==> src/rtl/gray_rx_decoder.sv <==
// Gray-coded count receiver: captures a qualified Gray word, decodes it to binary
// and classifies each move against the previous value as up, down, hold or error.
module gray_rx_decoder #(
    parameter int WIDTH     = 8,
    parameter int ERR_CNT_W = 8
) (
    input  logic                 clk,
    input  logic                 rst_n,
    input  logic [WIDTH-1:0]     gray_in,
    input  logic                 gray_valid,
    input  logic                 clr_err,
    output logic [WIDTH-1:0]     bin_out,
    output logic                 bin_valid,
    output logic                 step_up,
    output logic                 step_down,
    output logic                 step_err,
    output logic                 err_sticky,
    output logic [ERR_CNT_W-1:0] err_count
);

    logic [WIDTH-1:0]     g_q, g_d;
    logic                 v1_q, v1_d;
    logic                 primed_q, primed_d;
    logic [WIDTH-1:0]     bin_out_q, bin_out_d;
    logic                 bin_valid_q, bin_valid_d;
    logic                 step_up_q, step_up_d;
    logic                 step_down_q, step_down_d;
    logic                 step_err_q, step_err_d;
    logic                 err_sticky_q, err_sticky_d;
    logic [ERR_CNT_W-1:0] err_count_q, err_count_d;
    logic [WIDTH-1:0]     b;
    logic [WIDTH-1:0]     diff;

    always_comb begin
        g_d  = gray_valid ? gray_in : g_q;
        v1_d = gray_valid;

        // Each binary bit is the parity of the Gray bits at and above it.
        b = '0;
        for (int i = 0; i < WIDTH; i++) begin
            b[i] = ^(g_q >> i);
        end
        diff = b - bin_out_q;

        primed_d    = primed_q;
        bin_out_d   = bin_out_q;
        bin_valid_d = 1'b0;
        step_up_d   = 1'b0;
        step_down_d = 1'b0;
        step_err_d  = 1'b0;
        if (v1_q) begin
            bin_out_d   = b;
            bin_valid_d = 1'b1;
            if (!primed_q) begin
                primed_d = 1'b1;
            end else if (diff == WIDTH'(1)) begin
                step_up_d = 1'b1;
            end else if (diff == {WIDTH{1'b1}}) begin
                step_down_d = 1'b1;
            end else if (diff != '0) begin
                step_err_d = 1'b1;
            end
        end

        // A new error outranks a simultaneous clear, leaving exactly one counted.
        err_sticky_d = err_sticky_q;
        err_count_d  = err_count_q;
        if (step_err_d) begin
            err_sticky_d = 1'b1;
            if (clr_err) begin
                err_count_d = ERR_CNT_W'(1);
            end else if (err_count_q != {ERR_CNT_W{1'b1}}) begin
                err_count_d = err_count_q + ERR_CNT_W'(1);
            end
        end else if (clr_err) begin
            err_sticky_d = 1'b0;
            err_count_d  = '0;
        end
    end

    always_ff @(posedge clk or negedge rst_n) begin
        if (!rst_n) begin
            g_q          <= '0;
            v1_q         <= 1'b0;
            primed_q     <= 1'b0;
            bin_out_q    <= '0;
            bin_valid_q  <= 1'b0;
            step_up_q    <= 1'b0;
            step_down_q  <= 1'b0;
            step_err_q   <= 1'b0;
            err_sticky_q <= 1'b0;
            err_count_q  <= '0;
        end else begin
            g_q          <= g_d;
            v1_q         <= v1_d;
            primed_q     <= primed_d;
            bin_out_q    <= bin_out_d;
            bin_valid_q  <= bin_valid_d;
            step_up_q    <= step_up_d;
            step_down_q  <= step_down_d;
            step_err_q   <= step_err_d;
            err_sticky_q <= err_sticky_d;
            err_count_q  <= err_count_d;
        end
    end

    assign bin_out    = bin_out_q;
    assign bin_valid  = bin_valid_q;
    assign step_up    = step_up_q;
    assign step_down  = step_down_q;
    assign step_err   = step_err_q;
    assign err_sticky = err_sticky_q;
    assign err_count  = err_count_q;

endmodule

==> config.mk <==
export PLATFORM = sky130hd
export DESIGN_NAME = gray_rx_decoder
export DESIGN_NICKNAME = d
export VERILOG_FILES = /design/src/rtl/gray_rx_decoder.sv
export SDC_FILE = /design/constraint.sdc
export NUM_CORES = 1
export LEC_CHECK = 0
export BUFFER_PORTS_ARGS = -buffer_cell sky130_fd_sc_hd__buf_2
export CORE_ASPECT_RATIO = 2
export CORE_MARGIN = 2
export CORE_UTILIZATION = 35
export DETAILED_ROUTE_END_ITERATION = 16
export PLACE_DENSITY = 0.61
export SYNTH_ARGS = -nofsm -noshare
export SYNTH_HDL_FRONTEND = slang
export SYNTH_SLANG_ARGS = --single-unit
==> constraint.sdc <==
create_clock -name clk -period 13.6 [get_ports clk]
set_input_delay 1.36 -clock clk [delete_from_list [all_inputs] [get_ports clk]]
set_output_delay 1.36 -clock clk [all_outputs]
set_load 0.01 [all_outputs]
==> results.yml <==
outcome:
  status: "completed"
detailed_routing:
  wl_microns: 3880
  drc_errors: 0
  dr_total_vias: 1356
  wl_per_cell_microns: 14.8
  ant_nets: 0
  initialDrtViolationCount: 26
  vias_per_cell: 5.18
  firstDrtPassIters: 4
critical_path:
  crit_arrival_ps: 4960
  cpMostUsedCell: "xnor2_1"
  max_stage_delay_ps: 420
  worstSetupPathType: "flop to flop"
  rr_startpoint: "g_q[7]$_DFFE_PN0P_"
  cp_cell_sequence: "xnor2_1 -> xnor2_2 -> xnor2_1 -> xnor2_2 -> xor2_2 -> xor2_2 -> xnor2_1 -> ha_1 -> inv_1 -> fa_1 -> a211oi_1 -> nor2_1 -> xnor2_1 -> nand3_1 -> o311a_1 -> and3_1 -> a211oi_1 -> a41o_1"
  crit_required_ps: 13820
  timing.rr.end: "err_count[2]$_DFFE_PN0P_"
  cp-start-kind: "flop"
  crit_fanout: 8
  rrSetupSlack_ps: 8860
  reg2reg_depth: 18
  cp-end-kind: "flop"
  crit_path_top_delay_cell: "dfrtp_1"
synth:
  synthTopCellsByCount: "dfrtp_1 (31), inv_1 (14), nor2_1 (14)"
  synth_cells: 173
  syn_area_sq_um: 1750
  synth_top_family_by_area: "simple AND/OR/NAND/NOR gates"
  synth-edff-count: 0
  yosys_warnings: 0
  async_flop_share_pct: 100
  yosysTopAreaCell: "dfrtp_1"
  netlist_top_cells_area: "dfrtp_1 (44%), ha_1 (6.4%), mux2_2 (5.8%)"
  yosysUniqueCellTypes: 40
  ys_ff_latch: 31
  synth.most_common_cell: "dfrtp_1"
  synth_mux_area_share_pct: 6.35
  synth-simple-area-share_pct: 15.8
  synth_compound_area_share_pct: 13.8
  synth_xor_area_share_pct: 7.70
  seq_area_frac_synth_pct: 44.2
  avgSynthCellArea_sq_um: 10.1
  syn_nets: 195
  netlist.area_leader.share_pct: 44.2
  ys.flop_type: "dfrtp_1"
  synth_adder_area_share_pct: 7.56
global_route:
  antenna_found_initial: 0
  grt_use_met2_pct: 27.5
  grt.overflow.total: 0
  grt_pass1_wl_microns: 6680
  met1_usage_pct: 18.4
  grt_util_all_layers_pct: 16.2
  grt_max_degree: 32
  use_met3_pct: 3.02
  busiest_layer: "met2"
  grt_pass1_vias: 1412
sta:
  worst_pin_slew_ps: 712
  setup_viol: 0
  slew_headroom_pct: 52.6
  fin_tns_setup_ps: 0
  setup_ws_ps: 8860
  post-route-min-period_ps: 4740
  hold_ws_ps: 522
  fin_skew_ps: 3.41
  hold_viol_final: 0
  slew_violations: 0
  max_freq_mhz: 211
  rsz0062_at_grt: "no"
  period_share_pct: 34.9
layout:
  drive_gt1_share_pct: 27.3
  seqCellArea_sq_um: 776
  antenna_cells: 0
  fillers: 510
  utilization_pct: 42.1
  finalNonFillerCells: 262
  area_growth_pct: 16.7
  nNetsFinal: 227
  stdcell_area_sq_um: 2050
  multi_input_area_sq_um: 900
run:
  drv_cap: 0
placement:
  placed_cell_area_sq_um: 1960
  gp_congestion: 0.776
  place_ws_ps: 8850
  dp_cells: 255
  io_buffers: 32
  dp.final_hpwl_microns: 3010
power:
  power_density_nw_per_um2: 199
  finalPower_uw: 408
  ir_worst_vdd_uv: 85.3
  leakagePower_nw: 0.989
die:
  die_area_sq_um: 5630
  dieHeight_microns: 104
  initial_core_util_pct: 36.1
  pin_count: 33
  die_w_microns: 54.1
  core-area_sq_um: 4860
  core.rowCount: 36
clocking:
  cts_resized: 0
  cts_tree: "yes"
  clock_sinks: 31
  holdBufCountCts: 0
  cts.clk_slew.worst_paths_ps: 70
  cts_buffer_depth: 2
  cts-htree-levels: 2
  cts-buffers-inserted: 5
  cts-root-buf: "clkbuf_8"
  clk_latency_ps: 280
  cts_setup_buffers: 0
worst_hold_path:
  holdCritPathClass: "flop to flop"
  hold_path.startpoint: "primed_q$_DFFE_PN0P_"
  hold_depth: 1
  min_to: "primed_q$_DFFE_PN0P_"
[registers in the layout, summed over array words and instances, names as in the netlist]
name	cells
bin_valid	1
err_count	8
step_err	1
v1_q	1
step_up	1
err_sticky	1
step_down	1
bin_out	8
g_q	8
primed_q	1
[layout by cell type, fill, tap and decap left out, types with 3 or more instances in the layout]
cell type and instances:
inv_1 14, nor2_1 14, mux2_2 9, nor3b_1 3, a21oi_1 10, dfrtp_1 31, ha_1 9, and3_1 6
buf_2 32, clkbuf_8 6, a31o_2 3, a211oi_1 4, o21ai_0 10, xnor2_1 6, nand3_1 5, nand2_1 10
[critical path, delay by kind of cell, from the launching register on]
| kind | cells | cell delay (ps) |
|---|---|---|
| xor+xnor | 8 | 2000 |
| simple gates | 3 | 490 |
| fa+ha+maj | 2 | 600 |
| flops | 1 | 420 |
| compound gates | 4 | 1120 |
| buf+inv | 1 | 50 |
[how the worst max path moves through the flow]
stage                     depth (start not counted)                  endpoint  slack (ps)          startpoint
after floorplan                                  19  err_count[2]$_DFFE_PN0P_        9270  g_q[7]$_DFFE_PN0P_
after detailed placement                         18  err_count[2]$_DFFE_PN0P_        8850  g_q[7]$_DFFE_PN0P_
after CTS                                        18  err_count[2]$_DFFE_PN0P_        8820  g_q[7]$_DFFE_PN0P_
after global placement                           18  err_count[2]$_DFFE_PN0P_        8970  g_q[7]$_DFFE_PN0P_
final                                            18  err_count[2]$_DFFE_PN0P_        8860  g_q[7]$_DFFE_PN0P_
after global routing                             18  err_count[2]$_DFFE_PN0P_        8310  g_q[7]$_DFFE_PN0P_
[final cells by class]
type | instances | area share (%)
clock buffer | 6 | 4.03
clock inverter | 1 | 0.244
inverter | 14 | 2.57
multi-input combinational | 121 | 43.9
sequential | 31 | 37.9
tap | 57 | 3.48
timing repair buffer | 32 | 7.82
[routing by layer]
layer / share of wire [%] / up-vias
met5: 0 / -
met4: 1.9 / 0
met3: 3.2 / 5
met2: 58 / 25
met1: 37 / 657
li1: - / 669
[logic make-up (layout without fill, tap and decap cells)]
group	Yosys count	after routing
xor gates and xnor gates	12	12
and+or+nand+nor	52	52
adders and majority gates	10	10
DFF	31	31
buffers and inverters	21	53
AOI/OAI and AO/OA	37	37
muxes	10	10
[power breakdown]
part           internal, mW  total (mW)  switching, mW  leakage [nW]
registers             0.106       0.118         0.0114         0.378
logic                0.0903       0.216          0.125         0.564
clock network        0.0397      0.0748         0.0351        0.0470
total                 0.236       0.408          0.172         0.989
Power figures use the tool's default switching activity.
